File: src/rtl/mem_seq_if.sv
// Control, external-memory and output-sample bundle for mem_seq_player.
// The slave modport is the player's view; master is the driver/memory side.
interface mem_seq_if #(
  parameter int unsigned DATA_W = 16,
  parameter int unsigned ADDR_W = 9
);
  localparam int unsigned CNT_W = 8;

  logic              ce;
  logic              start;
  logic              stop;
  logic              mode_loop;
  logic [ADDR_W-1:0] start_addr;
  logic [ADDR_W-1:0] end_addr;
  logic [CNT_W-1:0]  loop_cnt;
  logic [ADDR_W-1:0] mem_addr;
  logic              mem_rden;
  logic [DATA_W-1:0] mem_q;
  logic [DATA_W-1:0] Q;
  logic              q_valid;
  logic              q_last;
  logic              busy;
  logic              done;

  modport master (
    output ce, start, stop, mode_loop, start_addr, end_addr, loop_cnt, mem_q,
    input  mem_addr, mem_rden, Q, q_valid, q_last, busy, done
  );

  modport slave (
    input  ce, start, stop, mode_loop, start_addr, end_addr, loop_cnt, mem_q,
    output mem_addr, mem_rden, Q, q_valid, q_last, busy, done
  );
endinterface

File: src/rtl/mem_seq_player.sv
// Plays an address range out of an external synchronous memory, one-shot or
// looped, and re-times the returned words onto a registered output sample.
module mem_seq_player #(
  parameter int unsigned DATA_W  = 16,
  parameter int unsigned ADDR_W  = 9,
  parameter int unsigned MEM_LAT = 1
) (
  input  logic     clk,
  input  logic     rst,
  mem_seq_if.slave bus
);
  localparam int unsigned CNT_W = 8;

  typedef enum logic [1:0] {IDLE, RUN, DRAIN} state_t;

  state_t             state, state_nx;
  logic [ADDR_W-1:0]  addr, addr_nx;
  logic [ADDR_W-1:0]  lo_r, hi_r;
  logic               loop_r;
  logic [CNT_W-1:0]   lcnt_r;
  logic [CNT_W-1:0]   pass_r, pass_nx;
  logic               rden_c;
  logic               final_c;
  logic               done_nx;
  logic [MEM_LAT-1:0] vpipe;
  logic [MEM_LAT-1:0] lpipe;
  logic [DATA_W-1:0]  q_r;
  logic               q_valid_r;
  logic               q_last_r;
  logic               done_r;

  // Next-state, address sequencing and read strobe.
  always_comb begin
    state_nx = state;
    addr_nx  = addr;
    pass_nx  = pass_r;
    rden_c   = 1'b0;
    final_c  = 1'b0;
    done_nx  = 1'b0;
    unique case (state)
      IDLE: begin
        if (bus.start) begin
          state_nx = RUN;
          addr_nx  = bus.start_addr;
          pass_nx  = CNT_W'(1);
        end
      end
      RUN: begin
        if (bus.stop) begin
          state_nx = DRAIN;
        end else if (bus.ce) begin
          rden_c = 1'b1;
          if (addr == hi_r) begin
            // Final word: one-shot, or last of a finite number of passes.
            if (!loop_r || (lcnt_r != '0 && pass_r == lcnt_r)) begin
              final_c  = 1'b1;
              state_nx = DRAIN;
            end else begin
              addr_nx = lo_r;
              pass_nx = pass_r + CNT_W'(1);
            end
          end else begin
            addr_nx = addr + ADDR_W'(1);
          end
        end
      end
      DRAIN: begin
        // Remaining word (if any) lands on q_valid this edge; done follows it.
        if (vpipe == '0) begin
          state_nx = IDLE;
          done_nx  = 1'b1;
        end
      end
      default: state_nx = IDLE;
    endcase
  end

  // State, sequence parameters and the read-return pipeline.
  always_ff @(posedge clk or posedge rst) begin
    if (rst) begin
      state     <= IDLE;
      addr      <= '0;
      pass_r    <= '0;
      lo_r      <= '0;
      hi_r      <= '0;
      loop_r    <= 1'b0;
      lcnt_r    <= '0;
      vpipe     <= '0;
      lpipe     <= '0;
      q_r       <= '0;
      q_valid_r <= 1'b0;
      q_last_r  <= 1'b0;
      done_r    <= 1'b0;
    end else begin
      state  <= state_nx;
      addr   <= addr_nx;
      pass_r <= pass_nx;
      if (state == IDLE && bus.start) begin
        lo_r   <= bus.start_addr;
        hi_r   <= bus.end_addr;
        loop_r <= bus.mode_loop;
        lcnt_r <= bus.loop_cnt;
      end
      vpipe     <= MEM_LAT'({vpipe, rden_c});
      lpipe     <= MEM_LAT'({lpipe, final_c});
      q_valid_r <= vpipe[MEM_LAT-1];
      q_last_r  <= vpipe[MEM_LAT-1] & lpipe[MEM_LAT-1];
      if (vpipe[MEM_LAT-1]) begin
        q_r <= bus.mem_q;
      end
      done_r <= done_nx;
    end
  end

  assign bus.mem_addr = addr;
  assign bus.mem_rden = rden_c;
  assign bus.Q        = q_r;
  assign bus.q_valid  = q_valid_r;
  assign bus.q_last   = q_last_r;
  assign bus.busy     = (state != IDLE);
  assign bus.done     = done_r;
endmodule
File: src/flat_wrapper.sv
// flat-port wrapper written by rule: the top's interface ports become plain ports
module mem_seq_player_flat 
#(
  parameter int unsigned DATA_W  = 16,
  parameter int unsigned ADDR_W  = 9,
  parameter int unsigned MEM_LAT = 1
)
  (clk, rst, bus_ce, bus_start, bus_stop, bus_mode_loop, bus_start_addr, bus_end_addr, bus_loop_cnt, bus_mem_q, bus_mem_addr, bus_mem_rden, bus_Q, bus_q_valid, bus_q_last, bus_busy, bus_done);
  mem_seq_if #(.DATA_W(DATA_W), .ADDR_W(ADDR_W)) bus_i ();
  input  logic clk;
  input  logic rst;
  input wire logic [$bits(bus_i.ce)-1:0] bus_ce;
  input wire logic [$bits(bus_i.start)-1:0] bus_start;
  input wire logic [$bits(bus_i.stop)-1:0] bus_stop;
  input wire logic [$bits(bus_i.mode_loop)-1:0] bus_mode_loop;
  input wire logic [$bits(bus_i.start_addr)-1:0] bus_start_addr;
  input wire logic [$bits(bus_i.end_addr)-1:0] bus_end_addr;
  input wire logic [$bits(bus_i.loop_cnt)-1:0] bus_loop_cnt;
  input wire logic [$bits(bus_i.mem_q)-1:0] bus_mem_q;
  output wire logic [$bits(bus_i.mem_addr)-1:0] bus_mem_addr;
  output wire logic [$bits(bus_i.mem_rden)-1:0] bus_mem_rden;
  output wire logic [$bits(bus_i.Q)-1:0] bus_Q;
  output wire logic [$bits(bus_i.q_valid)-1:0] bus_q_valid;
  output wire logic [$bits(bus_i.q_last)-1:0] bus_q_last;
  output wire logic [$bits(bus_i.busy)-1:0] bus_busy;
  output wire logic [$bits(bus_i.done)-1:0] bus_done;
  assign bus_i.ce = bus_ce;
  assign bus_i.start = bus_start;
  assign bus_i.stop = bus_stop;
  assign bus_i.mode_loop = bus_mode_loop;
  assign bus_i.start_addr = bus_start_addr;
  assign bus_i.end_addr = bus_end_addr;
  assign bus_i.loop_cnt = bus_loop_cnt;
  assign bus_i.mem_q = bus_mem_q;
  assign bus_mem_addr = bus_i.mem_addr;
  assign bus_mem_rden = bus_i.mem_rden;
  assign bus_Q = bus_i.Q;
  assign bus_q_valid = bus_i.q_valid;
  assign bus_q_last = bus_i.q_last;
  assign bus_busy = bus_i.busy;
  assign bus_done = bus_i.done;
  mem_seq_player #(.DATA_W(DATA_W), .ADDR_W(ADDR_W), .MEM_LAT(MEM_LAT)) u_core (.clk(clk), .rst(rst), .bus(bus_i));
endmodule
File: config.mk
export PLATFORM = sky130hd
export DESIGN_NAME = mem_seq_player_flat
export DESIGN_NICKNAME = d
export VERILOG_FILES = /design/src/rtl/mem_seq_if.sv /design/src/rtl/mem_seq_player.sv /design/src/flat_wrapper.sv
export SDC_FILE = /design/constraint.sdc
export NUM_CORES = 1
export LEC_CHECK = 0
export CAP_MARGIN = 20
export CORE_MARGIN = 3
export CORE_UTILIZATION = 40
export CTS_CLUSTER_SIZE = 20
export DETAILED_ROUTE_END_ITERATION = 12
export GPL_ROUTABILITY_DRIVEN = 0
export PLACE_DENSITY = 0.77
export SKIP_CTS_REPAIR_TIMING = 1
export SYNTH_ARGS = -nofsm -noshare
export SYNTH_HDL_FRONTEND = slang
export SYNTH_SLANG_ARGS = --single-unit
export TNS_END_PERCENT = 1
File: constraint.sdc
create_clock -name clk -period 4.7 [get_ports clk]
set_clock_uncertainty 0.05 [all_clocks]
set_input_delay 1.175 -clock clk [delete_from_list [all_inputs] [get_ports clk]]
set_output_delay 1.175 -clock clk [all_outputs]
set_load 0.02 [all_outputs]
==> flow_summary_export.csv <==
group,metric,value,unit
logic_synthesis,synth_top_cell_by_area,"sky130_fd_sc_hd__dfrtp_1",
sta,finalWorstPathRequiredPeriod,3810,ps
job,max-cap-violations,0,
logic_synthesis,post_synth_design_cell_area,3200,um^2
detailed_routing,ant_nets,0,
cts,maximum_number_of_buffers_from_clock_root_to_sink,2,
logic_synthesis,post_synth_and_or_nand_nor_area_fraction,20.7,%
global_routing,globalRoute.totalOverflow,0,
floorplan,design.portCount,78,
logic_synthesis,avgSynthCellArea,9.94,um^2
detailed_routing,num_vias,2534,
hold_path,hold-path-endpoint,"u_core.bus.q_last",
logic_synthesis,synth-seq-area-share,52.4,%
sta,max_freq,0.262,GHz
final_layout,most_frequent_standard_cell_in_the_layout_excluding_fill_and_tap_cells,"sky130_fd_sc_hd__nand2_1",
sta,finalCritPeriodShare,81.1,%
logic_synthesis,synth.lib_cells_used.distinct,43,
worst_setup_path,end_kind,"primary output",
logic_synthesis,yosys_warnings,0,
logic_synthesis,share_of_the_synthesized_area_in_the_top_cell_type,52.4,%
worst_setup_path,startpoint_kind_of_the_worst_setup_timing_path,"input pin",
hold_path,hold_path_startpoint,"u_core.lpipe",
detailed_routing,via_density_per_instance,5.06,
floorplan,die_x,95.5,um
floorplan,design.die.area,9110,um^2
final_layout,most-common-layout-cells,"sky130_fd_sc_hd__nand2_1 (105), sky130_fd_sc_hd__clkdlybuf4s50_1 (77), sky130_fd_sc_hd__dfrtp_1 (67)",
floorplan,placement_rows,31,
power,power_leakage,0.00192,uW
worst_setup_path,arrival,2590,ps
cts,worstSkewPairLatency,330,ps
global_routing,track_usage,17.1,%
global_routing,grt_pass1_vias,2547,
cts,cts.root.buffer_cell,"sky130_fd_sc_hd__clkbuf_8",
sta,tightest_slew,926,ps
logic_synthesis,yosys.area_share.adder,0.782,%
global_routing,wire_length_of_the_first_global_routing_pass,11900,um
final_layout,area_grow_syn2layout,31.8,%
sta,final-setup-viol-count,0,
floorplan,die_h,95.5,um
sta,final.setup.tns,0,ps
cts,clkSinkCount,67,
sta,hold_slack,415,ps
cts,cts_buf_count,9,
worst_setup_path,worstSetupStartpoint,"bus_stop",
global_routing,grt_start_max_net_pins,46,
sta,setup_slack,887,ps
cts,htreeDepth,3,
worst_setup_path,critical_path_peak_fanout,4,
detailed_routing,dr.first_iter.drc_count,168,
detailed_routing,drt_wl_total,7280,um
final_layout,layout-drive-gt1-share,11.2,%
worst_setup_path,timing.reg2reg.worst_path_depth,6,
placement,post-place-ws,893,ps
power,design_power_total,2580,uW
logic_synthesis,synthesis.instances,322,
sta,timing.final.max_slew_violations,0,
cts,clk_pin_slew_worst_paths,70,ps
logic_synthesis,synthesis.nets,372,
detailed_routing,drt_pass1_iterations,4,
floorplan,initial_utilization,42.8,%
logic_synthesis,main_combinational_cell_family_by_area_after_synthesis,"simple AND/OR/NAND/NOR gates",
worst_setup_path,worst-setup-path-type,"input pin to primary output",
worst_setup_path,crit_required,3470,ps
placement,place_area,4040,um^2
placement,post-dp-hpwl,5080,um
logic_synthesis,synth-xor-area-share,6.80,%
sta,rsz0062_at_grt,"no",
placement,port-buffer-count,77,
global_routing,grt_antenna_before_repair,0,
floorplan,coreArea,7490,um^2
sta,relative_slew_slack,38.2,%
logic_synthesis,muxShareOfSynthArea,6.92,%
final_layout,num_antenna_cells,0,
hold_path,min-delay-path-class,"flip-flop to flip-flop",
worst_setup_path,worst_r2r_endpoint,"u_core.pass_r[6]",
worst_setup_path,r2r_start,"u_core.bus.mem_addr[0]",
logic_synthesis,netlist_top_cells_area,"sky130_fd_sc_hd__dfrtp_1 (52%), sky130_fd_sc_hd__nand2_1 (12%), sky130_fd_sc_hd__mux2_2 (6.0%)",
power,vdd.ir_drop.worst,0.390,mV
final_layout,finalNetCount,447,
cts,tritoncts_clock_tree,"done",
outcome,status,"finished, final reports clean",
sta,hold_viol_final,0,
worst_setup_path,rrSetupSlack,1970,ps
final_layout,layout.cell_area.non_filler,4220,um^2
logic_synthesis,synthesized_flop_and_latch_total,67,
final_layout,layout.filler_cells,671,
detailed_routing,route.detailed.wl_per_inst,14.5,um
hold_path,hold_depth,1,
logic_synthesis,synth_compound_gate_area_share,9.70,%
detailed_routing,drcViolationCount,0,
power,power_density_normalized_to_cell_area,612,nW/um^2
==> synth_stat cells, drive strengths merged <==
library cell,n
a31oi,9
and2,3
o41ai,1
a21oi,4
o21a,2
nor3b,2
a211o,2
o21ai,2
xnor2,17
o2111a,1
a41o,2
and4,2
mux2,17
nand2b,2
inv,3
and3b,1
nand4,4
o31ai,4
nand2,105
dfrtp,67
a31o,3
mux2i,3
nor4,3
buf,4
a22oi,1
nand3,7
clkbuf,12
xor2,7
nor2,15
o211ai,6
and3,5
nor3,1
ha,2
or3,1
nor2b,2
==> worst max path at each step <==
stage                 endpoint  slack (ps)  cells past startpoint
4_1_cts           bus_mem_rden         880                      3
3_3_place_gp      bus_mem_rden         920                      3
5_1_grt           bus_mem_rden         820                      3
3_5_place_dp      bus_mem_rden         890                      3
2_1_floorplan  u_core.bus.Q[0]        1790                      1
6_report          bus_mem_rden         890                      3
==> area by class of cell <==
cell class	count	area [um^2]	area share, %
clock buffer	10	138	3.26
timing repair buffer	80	793	18.8
tap	99	124	2.94
sequential	67	1680	39.7
clock inverter	6	40.0	0.949
multi-input combinational	236	1440	34.0
inverter	3	11.3	0.267
==> power by group <==
part           switching (uW)  internal [uW]  leakage, uW  total (uW)
clock network             218            205    0.0000924         423
logic                     557            549      0.00100        1110
registers                 239            814     0.000827        1050
==> critical path, cell delays in order <==
cell and delay (ps):
sky130_fd_sc_hd__clkdlybuf4s50_1 480, sky130_fd_sc_hd__nor3b_2 270, sky130_fd_sc_hd__clkdlybuf4s50_1 660
==> metrics by stage <==
step	cells	util [%]
6_report	501	56.4
5_1_grt	501	56.4
4_1_cts	501	56.4
3_5_place_dp	485	54.0
3_3_place_gp	485	54.0
2_1_floorplan	322	-
==> sequential cells by signal (all words and copies together), names as in the netlist <==
register / flops
u_core.bus.done: 1
u_core.hi_r: 9
u_core.lo_r: 9
u_core.bus.mem_addr: 9
u_core.bus.q_last: 1
u_core.state: 2
u_core.lcnt_r: 8
u_core.pass_r: 8
u_core.bus.q_valid: 1
u_core.bus.Q: 16
u_core.vpipe: 1
u_core.loop_r: 1
u_core.lpipe: 1
==> cells by family (layout without fill, tap and decap cells) <==
kind of cell,after synthesis,in the layout
and+or+nand+nor,153,153
DFF,67,67
AOI/OAI and AO/OA,37,37
xor gates and xnor gates,24,24
muxes,20,20
buffers and inverters,19,99
adders and majority gates,2,2
==> metal layers <==
layer	track usage (%)	routed length (um)
met1	20.2	3030
met2	30.3	3740
met3	3.47	404
met4	6.99	102
met5	0	0
Note: power is estimated with default switching activity, not from simulation.
